## config.mk

```make
export PLATFORM = sky130hd
export DESIGN_NAME = fetch_arbiter
export DESIGN_NICKNAME = d
export VERILOG_FILES = /design/src/rtl/fetch_arbiter.sv
export SDC_FILE = /design/constraint.sdc
export NUM_CORES = 1
export LEC_CHECK = 0
export BUFFER_PORTS_ARGS = -buffer_cell sky130_fd_sc_hd__buf_2
export CAP_MARGIN = 20
export CORE_MARGIN = 2
export CORE_UTILIZATION = 30
export CTS_CLUSTER_SIZE = 25
export DETAILED_ROUTE_END_ITERATION = 10
export GPL_ROUTABILITY_DRIVEN = 0
export PLACE_DENSITY = 0.56
export RECOVER_POWER = 25
export SLEW_MARGIN = 5
export SYNTH_ARGS = -nofsm -noshare
export SYNTH_HDL_FRONTEND = slang
export SYNTH_SLANG_ARGS = --single-unit
```

## constraint.sdc

```tcl
create_clock -name clk -period 2.2 [get_ports clk]
set_clock_uncertainty 0.15 [all_clocks]
set_input_delay 0.44 -clock clk [delete_from_list [all_inputs] [get_ports clk]]
set_output_delay 0.44 -clock clk [all_outputs]
set_load 0.01 [all_outputs]
```

## src/rtl/fetch_arbiter.sv

```systemverilog
// fetch_arbiter: shares one RAM read port between bg, fg, sprite and CPU
// fetchers. One transaction in flight at a time. Priority follows the raster
// window, and a starvation guard forces a CPU grant after repeated losses.
//
// state   | meaning
// --------+--------------------------------------------------------------
// S_IDLE  | no transaction; arbitrate, latch owner/address on a request
// S_ISSUE | mem_cs high for this single cycle
// S_WAIT  | waiting for mem_valid or the timeout abort
module fetch_arbiter #(
  parameter int AW         = 20,
  parameter int DW         = 16,
  parameter int CPU_STARVE = 15,
  parameter int TIMEOUT    = 63
) (
  input  logic             clk,
  input  logic             reset_n,
  input  logic             hbl,
  input  logic             vbl,
  input  logic [3:0]       req,
  input  logic [4*AW-1:0]  addr,
  output logic [3:0]       ack,
  output logic [DW-1:0]    rdata,
  output logic             err,
  output logic             busy,
  output logic [1:0]       owner,
  output logic             mem_cs,
  output logic [AW-1:0]    mem_addr,
  input  logic             mem_valid,
  input  logic [DW-1:0]    mem_rdata
);

  typedef enum logic [1:0] {
    S_IDLE  = 2'd0,
    S_ISSUE = 2'd1,
    S_WAIT  = 2'd2
  } state_t;

  localparam logic [7:0] STARVE_LIM = 8'(CPU_STARVE);
  // Abort fires in the TIMEOUT-th WAIT cycle; the counter holds the number of
  // WAIT cycles already spent, so that cycle sees TIMEOUT-1.
  localparam logic [7:0] TMO_LAST   = 8'(TIMEOUT - 1);

  state_t        state;
  state_t        state_nxt;
  logic [7:0]    starve_cnt;
  logic [7:0]    tmo_cnt;
  logic [AW-1:0] addr_arr [4];
  logic          win_vld;
  logic [1:0]    win_idx;
  logic          cpu_forced;
  logic          tmo_hit;
  logic          done_ok;
  logic          done_tmo;

  for (genvar gi = 0; gi < 4; gi++) begin : g_addr
    assign addr_arr[gi] = addr[gi*AW +: AW];
  end

  // Winner selection: starvation override first, then the raster-window order.
  always_comb begin
    win_vld    = |req;
    win_idx    = 2'd0;
    cpu_forced = req[3] && (starve_cnt >= STARVE_LIM);
    if (cpu_forced) begin
      win_idx = 2'd3;
    end else if (vbl) begin
      if (req[3])      win_idx = 2'd3;
      else if (req[2]) win_idx = 2'd2;
      else if (req[0]) win_idx = 2'd0;
      else             win_idx = 2'd1;
    end else if (hbl) begin
      if (req[2])      win_idx = 2'd2;
      else if (req[0]) win_idx = 2'd0;
      else if (req[1]) win_idx = 2'd1;
      else             win_idx = 2'd3;
    end else begin
      if (req[0])      win_idx = 2'd0;
      else if (req[1]) win_idx = 2'd1;
      else if (req[2]) win_idx = 2'd2;
      else             win_idx = 2'd3;
    end
  end

  // Next-state decode; a data return in the abort cycle still wins.
  always_comb begin
    state_nxt = state;
    done_ok   = 1'b0;
    done_tmo  = 1'b0;
    tmo_hit   = (tmo_cnt == TMO_LAST);
    case (state)
      S_IDLE:  if (win_vld) state_nxt = S_ISSUE;
      S_ISSUE: state_nxt = S_WAIT;
      S_WAIT: begin
        if (mem_valid) begin
          done_ok   = 1'b1;
          state_nxt = S_IDLE;
        end else if (tmo_hit) begin
          done_tmo  = 1'b1;
          state_nxt = S_IDLE;
        end
      end
      default: state_nxt = S_IDLE;
    endcase
  end

  // State register.
  always_ff @(posedge clk or negedge reset_n) begin
    if (!reset_n) state <= S_IDLE;
    else          state <= state_nxt;
  end

  // Registered outputs: grant capture, strobe, completion pulses.
  always_ff @(posedge clk or negedge reset_n) begin
    if (!reset_n) begin
      ack      <= '0;
      err      <= 1'b0;
      busy     <= 1'b0;
      owner    <= 2'd0;
      mem_cs   <= 1'b0;
      mem_addr <= '0;
      rdata    <= '0;
    end else begin
      ack    <= '0;
      err    <= 1'b0;
      mem_cs <= 1'b0;
      busy   <= (state_nxt != S_IDLE);
      if (state == S_IDLE && win_vld) begin
        owner    <= win_idx;
        mem_addr <= addr_arr[win_idx];
        mem_cs   <= 1'b1;
      end
      if (done_ok) begin
        rdata <= mem_rdata;
        ack   <= 4'b0001 << owner;
      end
      if (done_tmo) begin
        ack <= 4'b0001 << owner;
        err <= 1'b1;
      end
    end
  end

  // Timeout counter: zeroed during ISSUE so WAIT starts from 0.
  always_ff @(posedge clk or negedge reset_n) begin
    if (!reset_n)               tmo_cnt <= '0;
    else if (state == S_ISSUE)  tmo_cnt <= '0;
    else if (state == S_WAIT)   tmo_cnt <= tmo_cnt + 8'd1;
  end

  // CPU starvation counter: counts lost arbitrations, saturates at 255.
  always_ff @(posedge clk or negedge reset_n) begin
    if (!reset_n) begin
      starve_cnt <= '0;
    end else if (!req[3]) begin
      starve_cnt <= '0;
    end else if (state == S_IDLE && win_vld) begin
      if (win_idx == 2'd3)          starve_cnt <= '0;
      else if (starve_cnt != 8'hFF) starve_cnt <= starve_cnt + 8'd1;
    end
  end

endmodule

```

==> results.sh <==
export IMPL_status="finished, final reports clean"
export IMPL_drc=0
export IMPL_die_area_sq_mm=0.01312
export IMPL_grt_overflow_total=0
export IMPL_max_freq_ghz=0.4764
export IMPL_clkTransAtPathRegs_ps=50
export IMPL_r2r_cells=6
export IMPL_io_pins=150
export IMPL_fin_area_sq_mm=0.005007
export IMPL_drtIter0Drc=186
export IMPL_grt_antenna_before_repair=0
export IMPL_crit_fanout=21
export IMPL_tns_ps=0
export IMPL_drtPass1Iterations=4
export IMPL_portBuffers=149
export IMPL_synthCells=369
export IMPL_critPathMaxStageDelay_ps=430
export IMPL_core_sq_mm=0.01196
export IMPL_dpl_worst_slack_ps=-163.9
export IMPL_worstPathArrival_ps=2130
export IMPL_worstSkewPairLatency_ps=330
export IMPL_ys_warn_count=0
export IMPL_hold_path_class="primary input to flip-flop"
export IMPL_drive_gt1_share_pct=41.40
export IMPL_ctsResizeCount=0
export IMPL_grt_start_max_net_pins=64
export IMPL_start_util_pct=30.64
export IMPL_syn_area_sq_mm=0.003665
export IMPL_setup_viol=0
export IMPL_timing_final_crit_period_ps=2099
export IMPL_clock_sinks=63
export IMPL_ys_seq_elements=63
export IMPL_ir_drop_v=0.0004303
export IMPL_nets=637
export IMPL_cts_buffers=9
export IMPL_grt_total_usage_pct=16.62
export IMPL_end_kind="flip-flop"
export IMPL_synth_seq_area_share_pct=43.02
export IMPL_final_common_cell="buf_2"
export IMPL_period_share_pct=95.41
export IMPL_cts_root_buf="clkbuf_16"
export IMPL_worst_pin_slew_ps=884.2
export IMPL_synth_nets=481
export IMPL_n_antenna_cell=0
export IMPL_whs_path_depth=2
export IMPL_cts_tree="built"
export IMPL_maxSlewHeadroom_pct=41.05
export IMPL_dp_hpwl_mm=8.157
export IMPL_required_ps=2230
export IMPL_hold_viol=0
export IMPL_die_w_um=114.5
export IMPL_most_common_layout_cells="149 x buf_2, 63 x dfrtp_1, 49 x nand2_1, 27 x a21oi_1"
export IMPL_rows=40
export IMPL_min_from="mem_rdata[6]"
export IMPL_critPathTopFamily="compound AO/OA/AOI/OAI gates"
export IMPL_vias_per_cell=5.107
export IMPL_die_h_um=114.5
export IMPL_grt_first_pass_wirelength_mm=16.96
export IMPL_grt_pass1_vias=3363
export IMPL_crit_chain="ha_1 -> nand3_1 -> buf_4 -> a21oi_1 -> a211oi_1 -> o221ai_1"
export IMPL_rsz0062_at_grt="no"
export IMPL_path_class="flip-flop to flip-flop"
export IMPL_avgSynthCellArea_sq_um=9.932
export IMPL_start_kind="flip-flop"
export IMPL_vias=3452
export IMPL_wl_mm=10.79
export IMPL_place_inst=660
export IMPL_antenna_left=0
export IMPL_wire_per_inst_um=15.96
export IMPL_cts_max_level=3
export IMPL_r2r_end="mem_addr[12]$_DFFE_PN0P_"
export IMPL_cp_depth=6
export IMPL_slew_violations=0
export IMPL_postCtsSetupBuffers=0
export IMPL_max_cap_violations=0
export IMPL_whs_endpoint="rdata[6]$_DFFE_PN0P_"
export IMPL_layout_cells_non_filler=676
export IMPL_worst_path_max_delay_cell="a211oi_1"
export IMPL_reg2reg_slack_ps=100
export IMPL_cp_buffers_inverters=1
export IMPL_cts_path_max_buffers=2
export IMPL_leakagePower_uw=0.002490
export IMPL_finalWorstSetupSlack_ps=101.0
export IMPL_syn_to_final_growth_pct=36.63
export IMPL_placed_area_sq_mm=0.004711
export IMPL_rr_startpoint="starve_cnt[0]$_DFFE_PN0P_"
export IMPL_p_per_area_mw_per_mm2=1077
export IMPL_yosysUniqueCellTypes=47
kinds of logic (layout without fill, tap and decap cells):
kind of cell	Yosys count	count (layout)	synth area share (%)
AOI/OAI and AO/OA	121	121	24.68
and+or+nand+nor	103	103	14.27
DFF	63	63	43.02
muxes	37	37	10.65
buffers and inverters	35	195	4.267
adders and majority gates	7	7	2.390
xor gates and xnor gates	3	3	0.7171
worst reg2reg max path, delay by kind of cell, from the launching register on:
| kind | cells | cell delay, ps |
|---|---|---|
| flip-flops | 1 | 400 |
| AND/OR/NAND/NOR | 1 | 130 |
| AO/OA/AOI/OAI | 3 | 750 |
| adder cells (fa/ha/maj) | 1 | 230 |
| buffers and inverters | 1 | 280 |
cell usage after synthesis (all sizes together):
master,count,area (sq um)
a2111oi,1,8.760
a211o,1,8.760
a211oi,22,205.2
a21bo,1,10.01
a21boi,22,165.2
a21o,1,7.510
a21oi,27,135.1
a221o,3,30.03
a22o,2,17.52
a2bb2oi,2,23.77
a31oi,1,6.260
and2,6,40.04
and3,22,137.6
buf,10,62.56
clkbuf,18,67.56
dfrtp,63,1577
ha,7,87.58
inv,7,26.27
mux2,16,180.2
mux2i,21,210.2
nand2,50,190.2
nand2b,3,18.77
nand3,4,20.02
nand4,2,12.51
nor2,4,15.01
nor2b,3,18.77
nor3,5,25.02
nor4,1,12.51
nor4bb,1,10.01
o211ai,1,7.510
o21ai,13,65.06
o221ai,20,175.2
o31ai,3,22.52
o41ai,1,16.27
or3b,1,8.760
or4b,1,13.76
xnor2,2,17.52
xor2,1,8.760
how the worst max path moves through the flow:
stage                     slack (ps)                        to                 startpoint
after CTS                        170  mem_addr[12]$_DFFE_PN0P_  starve_cnt[0]$_DFFE_PN0P_
after floorplan                  250  mem_addr[10]$_DFFE_PN0P_                     req[3]
after global routing              20  mem_addr[16]$_DFFE_PN0P_         state[0]$_DFF_PN0_
after detailed placement        -160  mem_addr[12]$_DFFE_PN0P_                     req[0]
after global placement          -140  mem_addr[12]$_DFFE_PN0P_                     req[0]
final                            100  mem_addr[12]$_DFFE_PN0P_  starve_cnt[0]$_DFFE_PN0P_
area by class of cell:
class | instances | area, sq um
clock buffer | 12 | 256.5
clock inverter | 3 | 42.54
fill | 1186 | 6954
inverter | 7 | 26.28
multi-input combinational | 271 | 1956
sequential | 63 | 1577
tap | 147 | 183.9
timing repair buffer | 173 | 965.9
state kept, by name, indices dropped and copies added, names as in the netlist:
signal / cells
starve_cnt: 8
ack: 4
owner: 2
state: 2
rdata: 16
err: 1
mem_cs: 1
tmo_cnt: 8
busy: 1
mem_addr: 20
stage by stage:
| stage | util, % | hold WS (ps) | total power (uW) |
|---|---|---|---|
| detailed placement | 39.38 | 322.7 | 4023 |
| finish | 41.86 | 190.6 | 5391 |
| floorplan | - | -5.591 | 3092 |
| CTS | 41.97 | 185.8 | 5461 |
| global placement | 39.38 | 317.7 | 3971 |
| global route | 41.86 | 186.7 | 5775 |
timing repair:
item	CTS	global route
hold buffers	1	0
setup endpoints to repair	0	0
endpoints found under the hold margin	63	0
per-layer routing:
metal | global-route usage (%) | vias up | routed length (um)
met5 | 0 | - | 0
met4 | 6.829 | 0 | 197
met3 | 3.917 | 16 | 753
met2 | 25.17 | 118 | 4781
met1 | 22.78 | 1634 | 5059
li1 | - | 1684 | -
power breakdown:
part | internal [uW] | switching, uW | total, uW | leakage, uW
registers | 1600 | 262 | 1860 | 0.000800
logic | 967 | 1150 | 2110 | 0.00155
clock network | 929 | 489 | 1420 | 0.000145
total | 3500 | 1900 | 5390 | 0.00249
Power figures use the tool's default switching activity.
